File: src/rtl/result_drain.sv
// Deskews the staggered column results of a systolic array into whole rows and buffers them in a
// first-word-fall-through FIFO. Optional output rectifier selected by macro DRAIN_RELU_EN.
module result_drain #(
  parameter int SIZE  = 4,
  parameter int DEPTH = 4
) (
  input  logic                          clk,
  input  logic                          rst,
  input  logic                          res_valid,
  input  logic [SIZE*(SIZE+16)-1:0]     result,
  output logic                          out_valid,
  input  logic                          out_ready,
  output logic [SIZE*(SIZE+16)-1:0]     out_data,
  output logic [$clog2(DEPTH+1)-1:0]    count,
  output logic                          overflow
);
  localparam int W  = SIZE + 16;
  localparam int RW = SIZE * W;
  localparam int CW = $clog2(DEPTH + 1);
  localparam int PW = (DEPTH > 1) ? $clog2(DEPTH) : 1;

  logic [RW-1:0] aligned;
  logic          wr_en;

  // Column j arrives j cycles after column 0, so it is delayed SIZE-1-j cycles to line up.
  for (genvar j = 0; j < SIZE; j++) begin : g_col
    localparam int L = SIZE - 1 - j;
    if (L == 0) begin : g_pass
      assign aligned[j*W +: W] = result[j*W +: W];
    end else begin : g_dly
      logic [W-1:0] dl [L];
      always_ff @(posedge clk) begin
        dl[0] <= result[j*W +: W];
        for (int i = 1; i < L; i++) dl[i] <= dl[i-1];
      end
      assign aligned[j*W +: W] = dl[L-1];
    end
  end

  if (SIZE > 1) begin : g_vld
    logic [SIZE-2:0] vsr;
    always_ff @(posedge clk) begin
      if (rst) vsr <= '0;
      else     vsr <= (vsr << 1) | (SIZE-1)'(res_valid);
    end
    assign wr_en = vsr[SIZE-2];
  end else begin : g_novld
    assign wr_en = res_valid;
  end

  logic [RW-1:0] mem [DEPTH];
  logic [PW-1:0] rd_ptr;
  logic [PW-1:0] wr_ptr;
  logic          full;
  logic          pop;
  logic          accept;
  logic          drop;
  logic [RW-1:0] head;

  function automatic logic [PW-1:0] ptr_next(input logic [PW-1:0] p);
    return (p == PW'(DEPTH - 1)) ? '0 : p + 1'b1;
  endfunction

  assign out_valid = (count != '0);
  assign full      = (count == CW'(DEPTH));
  assign pop       = out_valid && out_ready;
  // A full FIFO still takes a row when the head leaves on the same edge.
  assign accept    = wr_en && (!full || pop);
  assign drop      = wr_en && full && !pop;

  always_ff @(posedge clk) begin
    if (rst) begin
      rd_ptr   <= '0;
      wr_ptr   <= '0;
      count    <= '0;
      overflow <= 1'b0;
      for (int i = 0; i < DEPTH; i++) mem[i] <= '0;
    end else begin
      if (accept) begin
        mem[wr_ptr] <= aligned;
        wr_ptr      <= ptr_next(wr_ptr);
      end
      if (pop)  rd_ptr   <= ptr_next(rd_ptr);
      if (drop) overflow <= 1'b1;
      count <= count + CW'(accept) - CW'(pop);
    end
  end

  assign head = mem[rd_ptr];

`ifdef DRAIN_RELU_EN
  for (genvar j = 0; j < SIZE; j++) begin : g_relu
    assign out_data[j*W +: W] = head[j*W + W - 1] ? '0 : head[j*W +: W];
  end
`else
  assign out_data = head;
`endif

endmodule

File: config.mk
export PLATFORM = sky130hd
export DESIGN_NAME = result_drain
export DESIGN_NICKNAME = d
export VERILOG_FILES = /design/src/rtl/result_drain.sv
export SDC_FILE = /design/constraint.sdc
export NUM_CORES = 1
export LEC_CHECK = 0
export CAP_MARGIN = 20
export CELL_PAD_IN_SITES_DETAIL_PLACEMENT = 1
export CELL_PAD_IN_SITES_GLOBAL_PLACEMENT = 2
export CORE_ASPECT_RATIO = 0.75
export CORE_MARGIN = 8
export CORE_UTILIZATION = 38
export DETAILED_ROUTE_END_ITERATION = 8
export PLACE_DENSITY = 0.73
export SLEW_MARGIN = 20
export SYNTH_ARGS = -nofsm -noshare
export SYNTH_HDL_FRONTEND = slang
export SYNTH_SLANG_ARGS = --single-unit
File: constraint.sdc
create_clock -name clk -period 7.9 [get_ports clk]
set_clock_uncertainty 0.05 [all_clocks]
set_input_delay 1.185 -clock clk [delete_from_list [all_inputs] [get_ports clk]]
set_output_delay 1.185 -clock clk [all_outputs]
set_load 0.03 [all_outputs]
==> metrics.json <==
{
  "sta": {
    "fmax_mhz": 225,
    "rsz0062_at_grt": "no",
    "timing.final.setup_violations": 0,
    "worst_slew_pin_slew_ns": 0.937,
    "timing_hold_violations_final": 0,
    "setup_slack_ns": 3.46,
    "slew_headroom": 0.375,
    "timing_max_transition_violations_final": 0,
    "timing.final.crit_period_ns": 4.44,
    "totalNegativeSetupSlack_ns": 0,
    "min_period_over_period": 0.562
  },
  "synth": {
    "yosysWarnings": 0,
    "yosys.area_share.xor_xnor": 0.000520,
    "synth_top_family_by_area": "simple AND/OR/NAND/NOR gates",
    "post_synth_main_area_contributors": "sky130_fd_sc_hd__edfxtp_1 57%, sky130_fd_sc_hd__dfxtp_1 16%, sky130_fd_sc_hd__mux4_2 11%",
    "syn-instance-count": 953,
    "synth.distinct_cells": 29,
    "synth_compound_area_frac": 0.00245,
    "yosys.area_share.simple": 0.139,
    "synth_cell_area_sq_um": 16900,
    "asyncSetResetFlopFracSynth": 0,
    "synth-adder-area-share": 0.00416,
    "synth_mux_area_frac": 0.108,
    "ys_dominant_reg_cell": "sky130_fd_sc_hd__edfxtp_1",
    "most_numerous_cell_in_the_yosys_netlist": "sky130_fd_sc_hd__edfxtp_1",
    "yosys.area.top_type_share": 0.570,
    "synth_edf_count": 320,
    "synth_area_per_cell_sq_um": 17.7,
    "synthesis.nets": 1042,
    "synth_top_cells_by_count": "320 x sky130_fd_sc_hd__edfxtp_1, 267 x sky130_fd_sc_hd__and2_1, 133 x sky130_fd_sc_hd__dfxtp_1, 80 x sky130_fd_sc_hd__mux4_2, 54 x sky130_fd_sc_hd__and2_4",
    "yosysTopAreaCell": "sky130_fd_sc_hd__edfxtp_1",
    "synth_seq_cells": 453,
    "sequential_element_share_of_the_synthesized_area": 0.728
  },
  "clocking": {
    "ctsLongestPathBuffers": 3,
    "cts-resized-gates": 0,
    "cts_buffers": 46,
    "clock-sinks": 453,
    "postCtsHoldBufs": 0,
    "cts_tree": "built",
    "clk-insertion-delay-late_ns": 0.55,
    "cts.root.buffer_cell": "sky130_fd_sc_hd__clkbuf_16",
    "post-cts-setup-buffer-count": 0,
    "path_clk_slew_ns": 0.06,
    "cts.htree.levels": 2
  },
  "grt": {
    "via_count_of_the_first_global_routing_pass": 9359,
    "grt_first_pass_wirelength_microns": 58400,
    "largest_net_degree_at_the_start_of_global_routing": 81,
    "global_route.usage.total": 0.149,
    "overflow": 0,
    "antenna_found_initial": 0
  },
  "layout": {
    "drive_gt1_frac": 0.195,
    "finish.cell_count_without_fillers": 1754,
    "finalInstanceArea_sq_um": 20700,
    "area_growth_syn_to_layout_pct": 22.7,
    "nFillCells": 4205,
    "net_count_reported_at_finish": 1220,
    "multiInputGateArea_sq_um": 4340,
    "regArea_sq_um": 12300,
    "antenna_cell_count": 0,
    "final_core_util": 0.467
  },
  "drt": {
    "detail_route.wirelength.met1_microns": 16700,
    "met2_length_microns": 18600,
    "routed_wl_microns": 38200,
    "dr.first_iter.drc_count": 502,
    "antenna_left": 0,
    "drc": 0,
    "detail_route.wl_per_cell_microns": 21.8,
    "topRoutingLayerUsed": "met4",
    "dr_total_vias": 8361,
    "dr.pass1.iters": 4,
    "vias_per_cell": 4.77,
    "wl_met3_microns": 2050
  },
  "pwr": {
    "pwr-share-seq": 0.460,
    "swShare": 0.258,
    "relative_contribution_of_combinational_cells_to_total_power": 0.177,
    "irDropWorstVdd_v": 0.000151,
    "power.clock.fraction": 0.363,
    "switch_pwr_mw": 1.53,
    "cellInternalPower_mw": 4.42,
    "p_leak_nw": 7.54,
    "power_density_nw_per_um2": 288
  },
  "floorplan": {
    "die_x_microns": 259,
    "design.die.area_sq_um": 51400,
    "placeableCoreArea_sq_um": 44300,
    "top_level_ports": 169,
    "start_util": 0.381,
    "floorplan.die.height_microns": 198,
    "row_count": 67
  },
  "setup_path": {
    "crit_arrival_ns": 3.20,
    "cp-end-kind": "primary output",
    "worst-r2r-cell-count": 11,
    "critical_path_startpoint_category": "flip-flop",
    "worstPathRequired_ns": 6.66,
    "setup.worst_path.class": "flip-flop to primary output",
    "cp_max_fo": 35
  },
  "placed_design": {
    "pre_cts_ws_ns": 3.42,
    "gp_congestion": 0.694,
    "postPlaceCellArea_sq_um": 19200,
    "portBuffers": 168,
    "dp_cells": 1668,
    "place_hpwl_microns": 21600
  },
  "worst_hold_path": {
    "hold_path_class": "flip-flop to flip-flop",
    "hold_depth": 0
  },
  "flow_run": {
    "max-cap-violations": 0
  },
  "status": {
    "run_status": "finished clean"
  }
}
## registers in the layout (all words and copies together), names as in the netlist, named ones only
signal / cells
count: 3
g_col.g_dly.dl: 120
g_vld.vsr: 3
mem: 320
overflow: 1
rd_ptr: 2
wr_ptr: 2
## metrics by stage
| step | power, mW | hold slack (ns) |
|---|---|---|
| after CTS | 6.05 | 0.276 |
| after floorplan | 3.43 | 0.260 |
| after global routing | 6.19 | 0.280 |
| final | 5.95 | 0.276 |
| after detailed placement | 3.87 | 0.263 |
| after global placement | 3.86 | 0.260 |
## layout make-up
cell class | count | share of cell area
Sequential cell | 453 | 0.593
Multi-Input combinational cell | 442 | 0.210
Timing Repair Buffer | 183 | 0.0879
Clock buffer | 78 | 0.0698
Tap cell | 586 | 0.0354
Clock inverter | 7 | 0.00302
Inverter | 5 | 0.000907
## power groups by stage
| stage | Clock (mW) | Sequential (mW) | Combinational (mW) |
|---|---|---|---|
| 2_1_floorplan | 0 | 2.76 | 0.671 |
| 3_3_place_gp | 0 | 2.83 | 1.03 |
| 3_5_place_dp | 0 | 2.83 | 1.04 |
| 4_1_cts | 2.23 | 2.78 | 1.04 |
| 5_1_grt | 2.31 | 2.76 | 1.12 |
| 6_report | 2.16 | 2.74 | 1.05 |
## layout by cell type, fill, tap and decap left out, drive strengths merged, types with 5 or more instances in the layout
cell type	count
clkinv	5
clkdlybuf4s50	168
dfxtp	133
edfxtp	320
inv	6
clkbuf	78
and2	321
mux4	80
nor2b	6
buf	15
## critical path: stages, from the launching register on
cell                              delay (ns)
sky130_fd_sc_hd__dfxtp_4                0.64
sky130_fd_sc_hd__buf_4                  0.71
sky130_fd_sc_hd__mux4_2                 0.65
sky130_fd_sc_hd__clkdlybuf4s50_1        0.63
## routing by layer
layer	vias to the layer above	track usage
met3	56	0.0321
met5	-	0
met1	4313	0.197
met4	0	0.0395
met2	179	0.250
li1	3813	-
## cells by family after synthesis
family | after synthesis
flip-flops | 453
AND/OR/NAND/NOR | 347
adder cells (fa/ha/maj) | 5
XOR/XNOR | 1
multiplexers | 82
buffers and inverters | 58
AO/OA/AOI/OAI | 7
## worst paths after layout
kind	start	endpoint	slack, ns
worst max-delay path	flip-flop	out_data[26]	3.46
worst min-delay path	g_col[0].g_dly.dl[0][31]$_DFF_P_	g_col[0].g_dly.dl[0][51]$_DFF_P_	0.28
worst max register to register	count[2]$_SDFF_PP0_	count[2]$_SDFF_PP0_	4.85
worst min register to register	g_col[0].g_dly.dl[0][31]$_DFF_P_	g_col[0].g_dly.dl[0][51]$_DFF_P_	0.28
No activity file was read; power rests on OpenSTA's default activity.
